==> src/rtl/lcm_res_fifo.sv <==
// lcm_res_fifo: first-word-fall-through buffer for lcm/gcd result pairs.
// The engine upstream cannot be stalled. Any result that arrives while the
// buffer is full and is not making room is counted as dropped.
module lcm_res_fifo #(
    parameter int unsigned DATA_W = 8,
    parameter int unsigned DEPTH  = 4
) (
    input  logic                    clk,
    input  logic                    rst,
    input  logic [2*DATA_W-1:0]     lcm_in,
    input  logic [DATA_W-1:0]       mcd_in,
    input  logic                    vld_in,
    output logic [2*DATA_W-1:0]     out_lcm,
    output logic [DATA_W-1:0]       out_mcd,
    output logic                    out_vld,
    input  logic                    out_rdy,
    output logic [$clog2(DEPTH):0]  count,
    output logic                    full,
    output logic                    empty,
    output logic                    ovf,
    input  logic                    ovf_clr,
    output logic [7:0]              drop_cnt
);

    localparam int unsigned PTR_W = $clog2(DEPTH);
    localparam int unsigned CNT_W = PTR_W + 1;
    localparam int unsigned ENT_W = 3 * DATA_W;
    localparam logic [CNT_W-1:0] CNT_FULL = CNT_W'(DEPTH);
    localparam logic [7:0]       DROP_MAX = 8'hFF;

    // Each entry is packed as {lcm, mcd}.
    logic [ENT_W-1:0] mem_q [DEPTH];
    logic [ENT_W-1:0] mem_d [DEPTH];

    logic [PTR_W-1:0] rd_ptr_q, rd_ptr_d;
    logic [PTR_W-1:0] wr_ptr_q, wr_ptr_d;
    logic [CNT_W-1:0] count_q, count_d;
    logic             ovf_q, ovf_d;
    logic [7:0]       drop_cnt_q, drop_cnt_d;

    logic             full_w;
    logic             empty_w;
    logic             pop;
    logic             push;
    logic             drop;
    logic [ENT_W-1:0] head;

    // Handshake decode. A pop in the same cycle frees a slot for a push while full.
    always_comb begin
        full_w  = (count_q == CNT_FULL);
        empty_w = (count_q == '0);
        pop     = !empty_w && out_rdy;
        push    = vld_in && (!full_w || pop);
        drop    = vld_in && full_w && !pop;
    end

    // Storage write. Dropped results never touch the array.
    always_comb begin
        mem_d = mem_q;
        if (push) begin
            mem_d[wr_ptr_q] = {lcm_in, mcd_in};
        end
    end

    // Pointer and occupancy next-state. Pointers wrap naturally at DEPTH.
    always_comb begin
        rd_ptr_d = rd_ptr_q;
        wr_ptr_d = wr_ptr_q;
        count_d  = count_q;
        if (pop) begin
            rd_ptr_d = rd_ptr_q + PTR_W'(1);
        end
        if (push) begin
            wr_ptr_d = wr_ptr_q + PTR_W'(1);
        end
        unique case ({push, pop})
            2'b10:   count_d = count_q + CNT_W'(1);
            2'b01:   count_d = count_q - CNT_W'(1);
            default: count_d = count_q;
        endcase
    end

    // Overflow tracking. A drop in the same cycle as a clear takes priority.
    always_comb begin
        ovf_d      = ovf_q;
        drop_cnt_d = drop_cnt_q;
        if (drop) begin
            ovf_d = 1'b1;
            if (ovf_clr) begin
                drop_cnt_d = 8'd1;
            end else if (drop_cnt_q != DROP_MAX) begin
                drop_cnt_d = drop_cnt_q + 8'd1;
            end
        end else if (ovf_clr) begin
            ovf_d      = 1'b0;
            drop_cnt_d = 8'd0;
        end
    end

    // Control state with synchronous reset.
    always_ff @(posedge clk) begin
        if (rst) begin
            rd_ptr_q   <= '0;
            wr_ptr_q   <= '0;
            count_q    <= '0;
            ovf_q      <= 1'b0;
            drop_cnt_q <= 8'd0;
        end else begin
            rd_ptr_q   <= rd_ptr_d;
            wr_ptr_q   <= wr_ptr_d;
            count_q    <= count_d;
            ovf_q      <= ovf_d;
            drop_cnt_q <= drop_cnt_d;
        end
    end

    // Storage array is not reset. The output mux hides stale contents while empty.
    always_ff @(posedge clk) begin
        if (!rst) begin
            mem_q <= mem_d;
        end
    end

    // Head entry is shown directly from the array. Outputs are zero while empty.
    always_comb begin
        head     = mem_q[rd_ptr_q];
        out_vld  = !empty_w;
        out_lcm  = empty_w ? '0 : head[ENT_W-1:DATA_W];
        out_mcd  = empty_w ? '0 : head[DATA_W-1:0];
        count    = count_q;
        full     = full_w;
        empty    = empty_w;
        ovf      = ovf_q;
        drop_cnt = drop_cnt_q;
    end

endmodule
==> config.mk <==
export PLATFORM = sky130hd
export DESIGN_NAME = lcm_res_fifo
export DESIGN_NICKNAME = d
export VERILOG_FILES = /design/src/rtl/lcm_res_fifo.sv
export SDC_FILE = /design/constraint.sdc
export NUM_CORES = 1
export LEC_CHECK = 0
export ABC_CLOCK_PERIOD_IN_PS = 3050
export BUFFER_PORTS_ARGS = -buffer_cell sky130_fd_sc_hd__buf_2
export CORE_UTILIZATION = 56
export DETAILED_ROUTE_END_ITERATION = 6
export GPL_ROUTABILITY_DRIVEN = 0
export PLACE_DENSITY = 0.86
export REMOVE_ABC_BUFFERS = 1
export SLEW_MARGIN = 20
export SYNTH_ARGS = -nofsm -noshare
export SYNTH_HDL_FRONTEND = slang
export SYNTH_SLANG_ARGS = --single-unit
==> constraint.sdc <==
create_clock -name clk -period 3.05 [get_ports clk]
set_input_delay 0.1525 -clock clk [delete_from_list [all_inputs] [get_ports clk]]
set_output_delay 0.1525 -clock clk [all_outputs]
set_load 0.1 [all_outputs]
==> impl_metrics.toml <==
[layout]
antenna_cells = 0
fillers = 531
nets = 390
areaGrowthSynthToFinish_pct = 19.59
drive_above_1_share = 0.3454

[worst_setup_path]
critPathLaunchType = "register"
rr_endpoint = "count[2]"
crit_type = "register to register"
ff2ff_path_depth = 9
critPathRequiredTime_ps = 3340
r2r_slack_ps = 560
crit_arrival_ps = 2790
reg2reg_from = "count[0]"
worst-path-max-fanout = 9
endpoint_kind = "register"

[floorplanning]
die_area_um2 = 8614
start_util = 0.5885
die_y_um = 92.81
die_w_um = 92.81
rows = 32
coreArea_um2 = 7848
io_pins = 68

[synth]
ys_top_cells_by_area = "edfxtp_1 (62%), mux4_2 (12%), dfxtp_1 (6.9%)"
synth_seq_area_share = 0.6936
yosysWarnings = 0
synth-async-reset-ratio = 0
synth_edf_count = 96
synth_top_cell_area_share = 0.6242
dominantRegCellSynth = "edfxtp_1"
mappedNetlistArea_um2 = 4618
synthCells = 263
netlist_top_cells_count = "edfxtp_1 (96), mux4_2 (24), nor2b_1 (24), dfxtp_1 (16), nand2_1 (13)"
ys_types = 41
yosys.area.top_type = "edfxtp_1"
avgSynthCellArea_um2 = 17.56
synth-seq-cells = 112
yosysMostFrequentCell = "edfxtp_1"

[global_routing]
grt_overflow = 0
grt_pass1_vias = 2573
grt_max_degree = 27
grt_usage = 0.2104
grt_pass1_wl_um = 13250
grt_antenna_before_repair = 0

[timing]
hold_violations = 0
setup_viol = 0
layout_min_cycle_time_ps = 2495
slew_headroom = 0.6361
clock_skew_ps = 9.217
period_share = 0.8179
fin_ws_ps = 555.4
maxSlewViolCount = 0
worst_slew_pin_slew_ps = 539.0
final.setup.tns_ps = 0
fmax_ghz = 0.4009
rsz0062_at_grt = "false"

[hold_path]
min-delay-start = "mcd_in[0]"
holdPathEnd = "mem_q[0]"
holdPathStages = 1
hp-class = "input port to register"

[power]
p_leak_nw = 1.959
p_per_area_nw_per_um2 = 970.3
ir_drop_mv = 0.7020

[drt]
met3_length_um = 382
route.detailed.drc = 0
wl_met2_um = 4295
routed.top_layer = "met4"
vias_per_cell = 5.649
drtIter0Drc = 132
wl_met1_um = 3539
ant_nets = 0
drt-total-wl_um = 8310
vias = 2604
drt-wirelength-per-cell_um = 18.03
drtPass1Iterations = 4

[clocking]
cts_tree = "done"
ctsLongestPathBuffers = 2
clk_pin_slew_ps = 100
root_buffer = "clkbuf_8"
numCtsBuffers = 9
cts.sinks = 112
cts_max_level = 3
clk_latency_ps = 360

[placed_design]
port_buffers = 67
dp_hpwl_um = 5340
dp_slack_ps = 546.1

[status]
outcome = "complete, no violations"

[job]
drv_cap = 0
routing by layer:
metal | up-vias | global-route usage
met5 | - | 0
met4 | 0 | 0.06026
met3 | 8 | 0.04762
met2 | 83 | 0.3554
met1 | 1305 | 0.2746
li1 | 1208 | -
area by class of cell:
cell class	instances	area, µm²	area share
Clock buffer	9	123.9	0.02243
Clock inverter	7	127.6	0.02311
Inverter	9	33.78	0.006117
Multi-Input combinational cell	131	1325	0.2399
Sequential cell	112	3204	0.5802
Tap cell	102	127.6	0.02311
Timing Repair Buffer	91	580.6	0.1051
cell usage in the layout (no fill, tap or decap), types with 2 or more instances in the layout:
| master | synthesis | layout |
|---|---|---|
| buf_4 | 0 | 6 |
| clkinv_4 | 0 | 2 |
| and3_1 | 2 | 2 |
| a41o_1 | 2 | 2 |
| dlygate4sd3_1 | 0 | 16 |
| bufinv_16 | 0 | 3 |
| o311a_1 | 2 | 2 |
| buf_12 | 0 | 2 |
| edfxtp_1 | 96 | 96 |
| and2_1 | 5 | 5 |
| a21oi_1 | 5 | 5 |
| dfxtp_1 | 16 | 15 |
| mux4_2 | 24 | 24 |
| nand2b_1 | 2 | 2 |
| inv_1 | 9 | 9 |
| or3_1 | 3 | 3 |
| mux2i_1 | 3 | 3 |
| nand3_1 | 4 | 4 |
| nand2_1 | 13 | 13 |
| buf_2 | 4 | 67 |
| o21ai_0 | 4 | 4 |
| nor2b_1 | 24 | 24 |
| xor2_1 | 4 | 4 |
| nor2_1 | 6 | 6 |
| ha_1 | 6 | 6 |
| nand4_1 | 3 | 3 |
| clkbuf_8 | 0 | 9 |
| nor4_4 | 2 | 2 |
worst max path at each step:
stage | from | to | slack [ps] | depth (start not counted)
finish | count[0] | count[2] | 560 | 9
global route | count[0] | count[2] | 450 | 9
CTS | count[0] | count[2] | 530 | 9
detailed placement | count[0] | count[2] | 550 | 9
global placement | count[0] | count[2] | 640 | 9
floorplan | count[0] | out_lcm[0] | -3030 | 2
worst max-delay path, cell delays in order, from the launching register on:
cell and delay (ps):
dfxtp_1 420, or4b_1 540, buf_4 190, nand2_1 70
ha_1 170, inv_1 60, fa_1 370, xor2_1 160
or3_1 310, a21oi_1 140
flip-flops by register name, summed over array words and instances, names as in the netlist:
name	flops
mem_q	96
ovf	1
rd_ptr_q	2
drop_cnt	8
wr_ptr_q	2
count	3
power by group:
group          internal [mW]  switching (mW)  total (mW)
Sequential              1.73          0.0788        1.81
Combinational          0.507            1.99        2.50
Clock                  0.557           0.491        1.05
per-stage QoR:
step / std cells / total power, mW / cell area [µm²] / util / hold WS [ps]
after floorplan: 252 / 3.582 / 4557 / - / 221.6
after global placement: 429 / 4.323 / 5111 / 0.6513 / 364.1
after detailed placement: 429 / 4.347 / 5111 / 0.6513 / 366.8
after CTS: 459 / 5.395 / 5503 / 0.7012 / 0.01132
after global routing: 461 / 5.549 / 5523 / 0.7038 / 0.4652
final: 461 / 5.359 / 5523 / 0.7038 / 20.58
repair_timing:
item,CTS,global route
resized for setup,0,0
buffers inserted,0,0
hold endpoints to repair,54,8
hold buffers,14,2
kinds of logic after synthesis:
group / after synthesis / synth area share
AO/OA/AOI/OAI: 22 / 0.03739
XOR/XNOR: 4 / 0.007585
AND/OR/NAND/NOR: 71 / 0.09672
adder cells (fa/ha/maj): 7 / 0.02059
buffers and inverters: 20 / 0.02059
flip-flops: 112 / 0.6936
multiplexers: 27 / 0.1235
Note: power is estimated with default switching activity, not from simulation.
